$ cat config.mk
export PLATFORM = sky130hd
export DESIGN_NAME = output_drain_ctrl
export DESIGN_NICKNAME = d
export VERILOG_FILES = /design/src/rtl/output_drain_ctrl.sv
export SDC_FILE = /design/constraint.sdc
export NUM_CORES = 1
export LEC_CHECK = 0
export ABC_AREA = 0
export BUFFER_PORTS_ARGS = -buffer_cell sky130_fd_sc_hd__buf_2
export CAP_MARGIN = 20
export CORE_MARGIN = 8
export CORE_UTILIZATION = 50
export DETAILED_ROUTE_END_ITERATION = 16
export GPL_ROUTABILITY_DRIVEN = 1
export PLACE_DENSITY = 0.71
export SETUP_SLACK_MARGIN = 0.05
export SYNTH_ARGS = -nofsm -noshare
export SYNTH_HDL_FRONTEND = slang
export SYNTH_SLANG_ARGS = --single-unit
$ cat constraint.sdc
create_clock -name clk_i -period 30.1 [get_ports clk_i]
set_clock_uncertainty 0.1 [all_clocks]
set_input_delay 6.02 -clock clk_i [delete_from_list [all_inputs] [get_ports clk_i]]
set_output_delay 6.02 -clock clk_i [all_outputs]
set_load 0.02 [all_outputs]
$ cat src/rtl/output_drain_ctrl.sv
// Drains one output tile from the array output buffer into the quantizer through a one-entry
// registered forward stage, tracking per-element completion and flagging bad/stalled tiles.
module output_drain_ctrl #(
  parameter int unsigned MAX_N          = 16,
  parameter int unsigned N_BITS         = $clog2(MAX_N),
  parameter int unsigned TIMEOUT_CYCLES = 1024,
  parameter int unsigned TO_BITS        = $clog2(TIMEOUT_CYCLES + 1)
) (
  input  logic              clk_i,
  input  logic              reset_i,
  input  logic              start_i,
  input  logic [N_BITS:0]   cfg_rows_i,
  input  logic [N_BITS:0]   cfg_cols_i,
  output logic              busy_o,
  output logic              done_o,
  output logic              err_range_o,
  output logic              err_dup_o,
  output logic              err_timeout_o,
  output logic [2*N_BITS:0] elem_count_o,
  input  logic              buf_valid_i,
  input  logic [31:0]       buf_output_i,
  input  logic [N_BITS-1:0] buf_row_i,
  input  logic [N_BITS-1:0] buf_col_i,
  output logic              buf_consume_o,
  output logic              q_valid_o,
  output logic [31:0]       q_data_o,
  output logic [N_BITS-1:0] q_row_o,
  output logic [N_BITS-1:0] q_col_o,
  input  logic              q_ready_i
);

  localparam int unsigned CntW = 2 * N_BITS + 1;
  localparam int unsigned IdxW = 2 * N_BITS;

  localparam logic [1:0] StIdle  = 2'd0;
  localparam logic [1:0] StDrain = 2'd1;
  localparam logic [1:0] StFlush = 2'd2;
  localparam logic [1:0] StDone  = 2'd3;

  logic [1:0]             state_q, state_d;
  logic [N_BITS:0]        rows_q, rows_d, cols_q, cols_d;
  logic [MAX_N*MAX_N-1:0] bitmap_q, bitmap_d;
  logic [CntW-1:0]        count_q, count_d;
  logic [TO_BITS-1:0]     to_q, to_d;
  logic                   err_range_q, err_range_d;
  logic                   err_dup_q, err_dup_d;
  logic                   err_timeout_q, err_timeout_d;
  logic                   q_valid_q, q_valid_d;
  logic [31:0]            q_data_q, q_data_d;
  logic [N_BITS-1:0]      q_row_q, q_row_d, q_col_q, q_col_d;

  logic            xfer, in_range, cfg_bad;
  logic [IdxW-1:0] bit_idx;
  logic [CntW-1:0] total;

  // Must never look at buf_valid_i: the buffer's valid is a combinational function of consume.
  assign buf_consume_o = (state_q == StDrain) && (!q_valid_q || q_ready_i);
  assign xfer          = buf_consume_o && buf_valid_i;

  assign in_range = ((N_BITS+1)'(buf_row_i) < rows_q) && ((N_BITS+1)'(buf_col_i) < cols_q);
  assign bit_idx  = IdxW'(buf_row_i) * IdxW'(MAX_N) + IdxW'(buf_col_i);
  assign total    = CntW'(rows_q) * CntW'(cols_q);
  assign cfg_bad  = (cfg_rows_i == '0) || (cfg_cols_i == '0) ||
                    (cfg_rows_i > (N_BITS+1)'(MAX_N)) || (cfg_cols_i > (N_BITS+1)'(MAX_N));

  always_comb begin
    state_d       = state_q;
    rows_d        = rows_q;
    cols_d        = cols_q;
    bitmap_d      = bitmap_q;
    count_d       = count_q;
    to_d          = to_q;
    err_range_d   = err_range_q;
    err_dup_d     = err_dup_q;
    err_timeout_d = err_timeout_q;
    q_valid_d     = q_valid_q;
    q_data_d      = q_data_q;
    q_row_d       = q_row_q;
    q_col_d       = q_col_q;

    if (q_valid_q && q_ready_i) q_valid_d = 1'b0;

    unique case (state_q)
      StIdle: begin
        if (start_i) begin
          rows_d        = cfg_rows_i;
          cols_d        = cfg_cols_i;
          bitmap_d      = '0;
          count_d       = '0;
          to_d          = '0;
          err_dup_d     = 1'b0;
          err_timeout_d = 1'b0;
          err_range_d   = cfg_bad;
          state_d       = cfg_bad ? StDone : StDrain;
        end
      end
      StDrain: begin
        if (xfer) begin
          to_d = '0;
          if (!in_range) begin
            err_range_d = 1'b1;
          end else if (bitmap_q[bit_idx]) begin
            err_dup_d = 1'b1;
          end else begin
            bitmap_d[bit_idx] = 1'b1;
            count_d           = count_q + 1'b1;
            q_valid_d         = 1'b1;
            q_data_d          = buf_output_i;
            q_row_d           = buf_row_i;
            q_col_d           = buf_col_i;
            // Leave DRAIN on the completing edge so no further buffer entry is popped.
            if (count_d == total) state_d = StFlush;
          end
        end else if (to_q == TO_BITS'(TIMEOUT_CYCLES - 1)) begin
          err_timeout_d = 1'b1;
          q_valid_d     = 1'b0;
          state_d       = StDone;
        end else begin
          to_d = to_q + 1'b1;
        end
      end
      StFlush: begin
        if (!q_valid_q || q_ready_i) state_d = StDone;
      end
      StDone: begin
        state_d = StIdle;
      end
      default: begin
        state_d = StIdle;
      end
    endcase
  end

  always_ff @(posedge clk_i or posedge reset_i) begin
    if (reset_i) begin
      state_q       <= StIdle;
      rows_q        <= '0;
      cols_q        <= '0;
      bitmap_q      <= '0;
      count_q       <= '0;
      to_q          <= '0;
      err_range_q   <= 1'b0;
      err_dup_q     <= 1'b0;
      err_timeout_q <= 1'b0;
      q_valid_q     <= 1'b0;
      q_data_q      <= '0;
      q_row_q       <= '0;
      q_col_q       <= '0;
    end else begin
      state_q       <= state_d;
      rows_q        <= rows_d;
      cols_q        <= cols_d;
      bitmap_q      <= bitmap_d;
      count_q       <= count_d;
      to_q          <= to_d;
      err_range_q   <= err_range_d;
      err_dup_q     <= err_dup_d;
      err_timeout_q <= err_timeout_d;
      q_valid_q     <= q_valid_d;
      q_data_q      <= q_data_d;
      q_row_q       <= q_row_d;
      q_col_q       <= q_col_d;
    end
  end

  assign busy_o        = (state_q != StIdle);
  assign done_o        = (state_q == StDone);
  assign err_range_o   = err_range_q;
  assign err_dup_o     = err_dup_q;
  assign err_timeout_o = err_timeout_q;
  assign elem_count_o  = count_q;
  assign q_valid_o     = q_valid_q;
  assign q_data_o      = q_data_q;
  assign q_row_o       = q_row_q;
  assign q_col_o       = q_col_q;

endmodule

# [Word level (Yosys, flattened, before mapping)]
# Cells that the tools add are included.
[totals] elab_cells=112 regBits=332 input_bits=55 out_inout_bits=56
[classes] mul=1 n_reduce_logical=23 n_lt_le_gt_ge=6 eq_ne=19 addsub=3 mux=45 bitwise_logic=2
[ops] operator="$mux 256" n=4
[ops] operator="$pmux 256 s2" n=1
[ops] operator="$or 256x256->256" n=1
[ops] operator="$mux 9" n=4
[ops] operator="$mux 11" n=3
[ops] operator="$pmux 11 s2" n=1
[ops] operator="$pmux 9 s2" n=1
[ops] operator="$mux 1" n=17
[ops] operator="$mux 2" n=8
[ops] operator="$ne 2x2->1 const B" n=7
[ops] operator="$reduce_and 4->1" n=3
[ops] operator="$add 11x1->11 const B" n=1
[ops] operator="$eq 11x10->1 const B" n=1
[ops] operator="$gt 5x5->1 const B" n=2
[ops] operator="$logic_not 5->1" n=2
[ops] operator="$lt 4x5->1" n=2
[ops] operator="$reduce_and 5->1" n=2
[ops] operator="$add 9x1->9 const B" n=1
[ops] operator="$eq 9x9->1" n=1
[ops] operator="$lt 8x9->1 const B" n=1
[ops] operator="$mul 5x5->9" n=1
[ops] operator="$ne 3x3->1 const B" n=3
[ops] operator="$add 8x4->8" n=1
[ops] operator="$bmux 1 s8" n=1
[ops] operator="17 further kinds" n=30

# [Logic depth before layout (Yosys ltp)]
[logic_depth] ltp_word=10 ltp_mapped=17 depth_no_buf=17

# [Worst setup path after synthesis]
# OpenSTA, ideal clock, no wires.
[synth_timing] path_type="input -> output" startpoint="input port q_ready_i" endpoint="output port buf_consume_o" n_path_buf=0 cell_stages=2 t_arrival_ns=6.396 slack_ns=17.584 t_required_ns=23.980 path_cell_list="nand2b_1 and2_1"
[synth_between] elab_chain_cells=2
[synth_lines] element="start, declared" line_no="29" text="input logic q_ready_i"
[synth_lines] element="$logic_or 1x1->1" line_no="57" text="assign buf_consume_o = (state_q == StDrain) && (!q_valid_q || q_ready_i);"
[synth_lines] element="$logic_and 1x1->1" line_no="57"
[synth_lines] element="end, declared" line_no="24" text="output logic buf_consume_o,"
# No other way between the ends.

# [Final worst setup path]
# Same ends and word-level chain as after synthesis.

==> results.py <==
metrics = {
    "sta": {
        "hold_viol_final": 0,
        "fin_setup_tns_ns": 0,
        "period_needed_ns": 12.75,
        "max_freq_ghz": 0.0784,
        "rsz0062_at_grt": "no",
        "setup_violations": 0,
        "slew_headroom_pct": 15.1,
        "worst_pin_slew_ns": 1.27,
        "hold_ws_ns": 0.372,
        "post-route-period-util_pct": 42.4,
        "slew_violations": 0,
    },
    "routing": {
        "drtAntennaViolNets": 0,
        "drcViolationCount": 0,
        "wl_met3_mm": 2.64,
        "vias_per_cell": 6.08,
        "met2_length_mm": 18.7,
        "vias": 11557,
        "wl_met1_mm": 16.8,
        "routed_wl_mm": 39.0,
        "routedWlPerCell_microns": 20.5,
        "highest_layer": "met4",
        "drt_iter0_markers": 1120,
        "drtPass1Iterations": 6,
    },
    "global_routing": {
        "grt_pass1_wl_mm": 64.5,
        "antenna_found_initial": 0,
        "grt_usage_pct": 20.8,
        "grt_overflow_total": 0,
        "grt_pass1_vias": 11754,
        "grt_start_max_net_pins": 262,
    },
    "logic_synthesis": {
        "seq_area_frac_synth_pct": 52.1,
        "ys_types": 54,
        "synth_warnings": 0,
        "synth_cells": 1418,
        "synthTopCellsByArea": "dfrtp_1, mux4_2, nand2_1, a32o_1, mux2_2",
        "synth_flop_cell": "dfrtp_1",
        "yosysMostFrequentCell": "dfrtp_1",
        "yosys.area.top_type": "dfrtp_1",
        "avgSynthCellArea_sq_um": 11.2,
        "synth_edf_count": 0,
        "synth_fp_nets": 1510,
        "synthArstFlopShare_pct": 100,
        "netlist.area_leader.share_pct": 52.1,
        "yosys-top-cells-count": "dfrtp_1, nand2_1, o21ai_0, o21ai_1",
        "syn_area_sq_um": 15900,
        "ys_ff_latch": 332,
    },
    "setup_path": {
        "worst_setup_path_start_kind": "input pin",
        "crit_required_ns": 23.98,
        "crit_arrival_ns": 6.63,
        "rr_worst_depth": 15,
        "path_common_cell": "buf_2",
        "critPathBufInv": 2,
        "endpoint_kind": "output port",
        "cp_top_family": "simple AND/OR/NAND/NOR gates",
        "reg2reg_from": "rows_q[0]",
        "slowest_stage": "and2_1",
        "critPathMaxFanout": 3,
        "path_class": "input pin to output port",
        "r2r-end": "state_q[1]",
        "r2r_slack_ns": 25.58,
        "critical_path.max_stage_delay_ns": 0.18,
        "path_cells": "buf_2, nand2b_1, and2_1, buf_2",
    },
    "floorplan": {
        "start_util_pct": 50.6,
        "die-width_microns": 195,
        "rows": 65,
        "ios": 111,
        "fp.coreArea_sq_um": 31500,
        "die_area_sq_um": 37800,
        "die_h_microns": 195,
    },
    "cells_and_area": {
        "area_growth_pct": 11.6,
        "fin_nets": 1564,
        "diodes": 0,
        "fillCellCount": 2578,
        "post-route-util_pct": 56.5,
        "drive_above_1_share_pct": 20.9,
    },
    "hold_path": {
        "hold_class": "flop to flop",
        "hold_path_depth": 2,
        "hp-start": "bitmap_q[131]",
        "min_to": "bitmap_q[131]",
    },
    "cts": {
        "cts_root_buf": "clkbuf_16",
        "cts_hold_buf": 0,
        "htree_num_levels": 2,
        "cts_sinks": 332,
        "cts_tree": "yes",
        "cts_setup_buffers": 0,
        "clockBufferDepth": 3,
        "numCtsBuffers": 36,
        "clock_latency_ns": 0.52,
        "clk_pin_slew_worst_paths_ns": 0.06,
        "cts_resized": 0,
    },
    "power": {
        "power.leakage_nw": 7.98,
        "ir_drop_mv": 0.0458,
        "power_density_nw_per_um2": 82.6,
        "power_w": 0.00147,
    },
    "placed_design": {
        "numPortBuffers": 110,
        "dp_hpwl_mm": 24.2,
        "place_congestion": 0.848,
    },
    "flow_run": {
        "drv_cap": 0,
    },
    "status": {
        "status": "completed",
    },
}
## routing by layer
metal / vias up / track usage (%)
met2: 412 / 34.1
met3: 76 / 3.64
li1: 5188 / -
met5: - / 0
met4: 0 / 5.57
met1: 5881 / 28.2
## layout make-up
cell class,count,area (sq um),area share (%)
Clock buffer,54,1090,6.13
Clock inverter,11,113,0.633
Inverter,37,146,0.823
Multi-Input combinational cell,946,6980,39.3
Sequential cell,332,8310,46.7
Tap cell,402,503,2.83
Timing Repair Buffer,119,646,3.63
## cells in the final DEF, fill, tap and decap left out, drive strengths merged, types with 15 or more instances in the layout
master / count
nor2: 56
nand2: 265
nor3: 15
mux2i: 23
buf: 119
o21ai: 210
nand3: 19
dfrtp: 332
mux2: 51
a21oi: 19
mux4: 64
inv: 38
clkbuf: 54
a32o: 64
ha: 29
## registers in the layout, indices dropped and copies added (netlist names), 4 cells and up
name	count
q_col_o	4
q_row_o	4
elem_count_o	9
q_data_o	32
bitmap_q	256
to_q	11
cols_q	5
rows_q	5
## kinds of logic (layout without fill, tap and decap cells)
kind of cell | count (synthesis) | after routing | share of synthesized area, %
AOI/OAI and AO/OA | 346 | 346 | 13.9
xor gates and xnor gates | 24 | 24 | 1.41
adders and majority gates | 37 | 37 | 3.28
buffers and inverters | 140 | 221 | 4.18
DFF | 332 | 332 | 52.1
muxes | 138 | 138 | 14.1
and+or+nand+nor | 401 | 401 | 11.0
## how the worst max path moves through the flow
stage               slack [ns]      start            end  depth (start not counted)
detailed placement       17.34  q_ready_i  buf_consume_o                          4
global route             17.32  q_ready_i  buf_consume_o                          4
CTS                      17.34  q_ready_i  buf_consume_o                          4
global placement         17.34  q_ready_i  buf_consume_o                          4
floorplan                14.78    reset_i    bitmap_q[0]                          1
finish                   17.35  q_ready_i  buf_consume_o                          4
## worst register-to-register path, stage by stage (launching register included)
cell and delay, ns:
dfrtp_1 0.49, nand2_1 0.14, fa_1 0.54, fa_1 0.55
inv_1 0.05, fa_1 0.47, ha_1 0.35, nor2b_1 0.15
o21ai_0 0.23, nor3b_1 0.24, nor2_1 0.08, xnor2_1 0.13
nor4_1 0.26, a31oi_1 0.22, nor2_1 0.22, mux2i_1 0.21
## report_power, final
part | switching, W | internal [W] | leakage, nW | total [W]
sequential | 0.0000432 | 0.000508 | 4.52 | 0.000551
clock | 0.000174 | 0.000268 | 0.601 | 0.000442
combinational | 0.000284 | 0.000191 | 2.86 | 0.000476
total | 0.000502 | 0.000967 | 7.98 | 0.00147
## metrics by stage
step,setup slack [ns],cells,cell area [sq um]
detailed placement,17.34,1836,16600
finish,17.35,1901,17800
CTS,17.34,1901,17800
floorplan,14.78,1418,15900
global route,17.32,1901,17800
global placement,17.34,1836,16600
No activity file was read; power rests on OpenSTA's default activity.
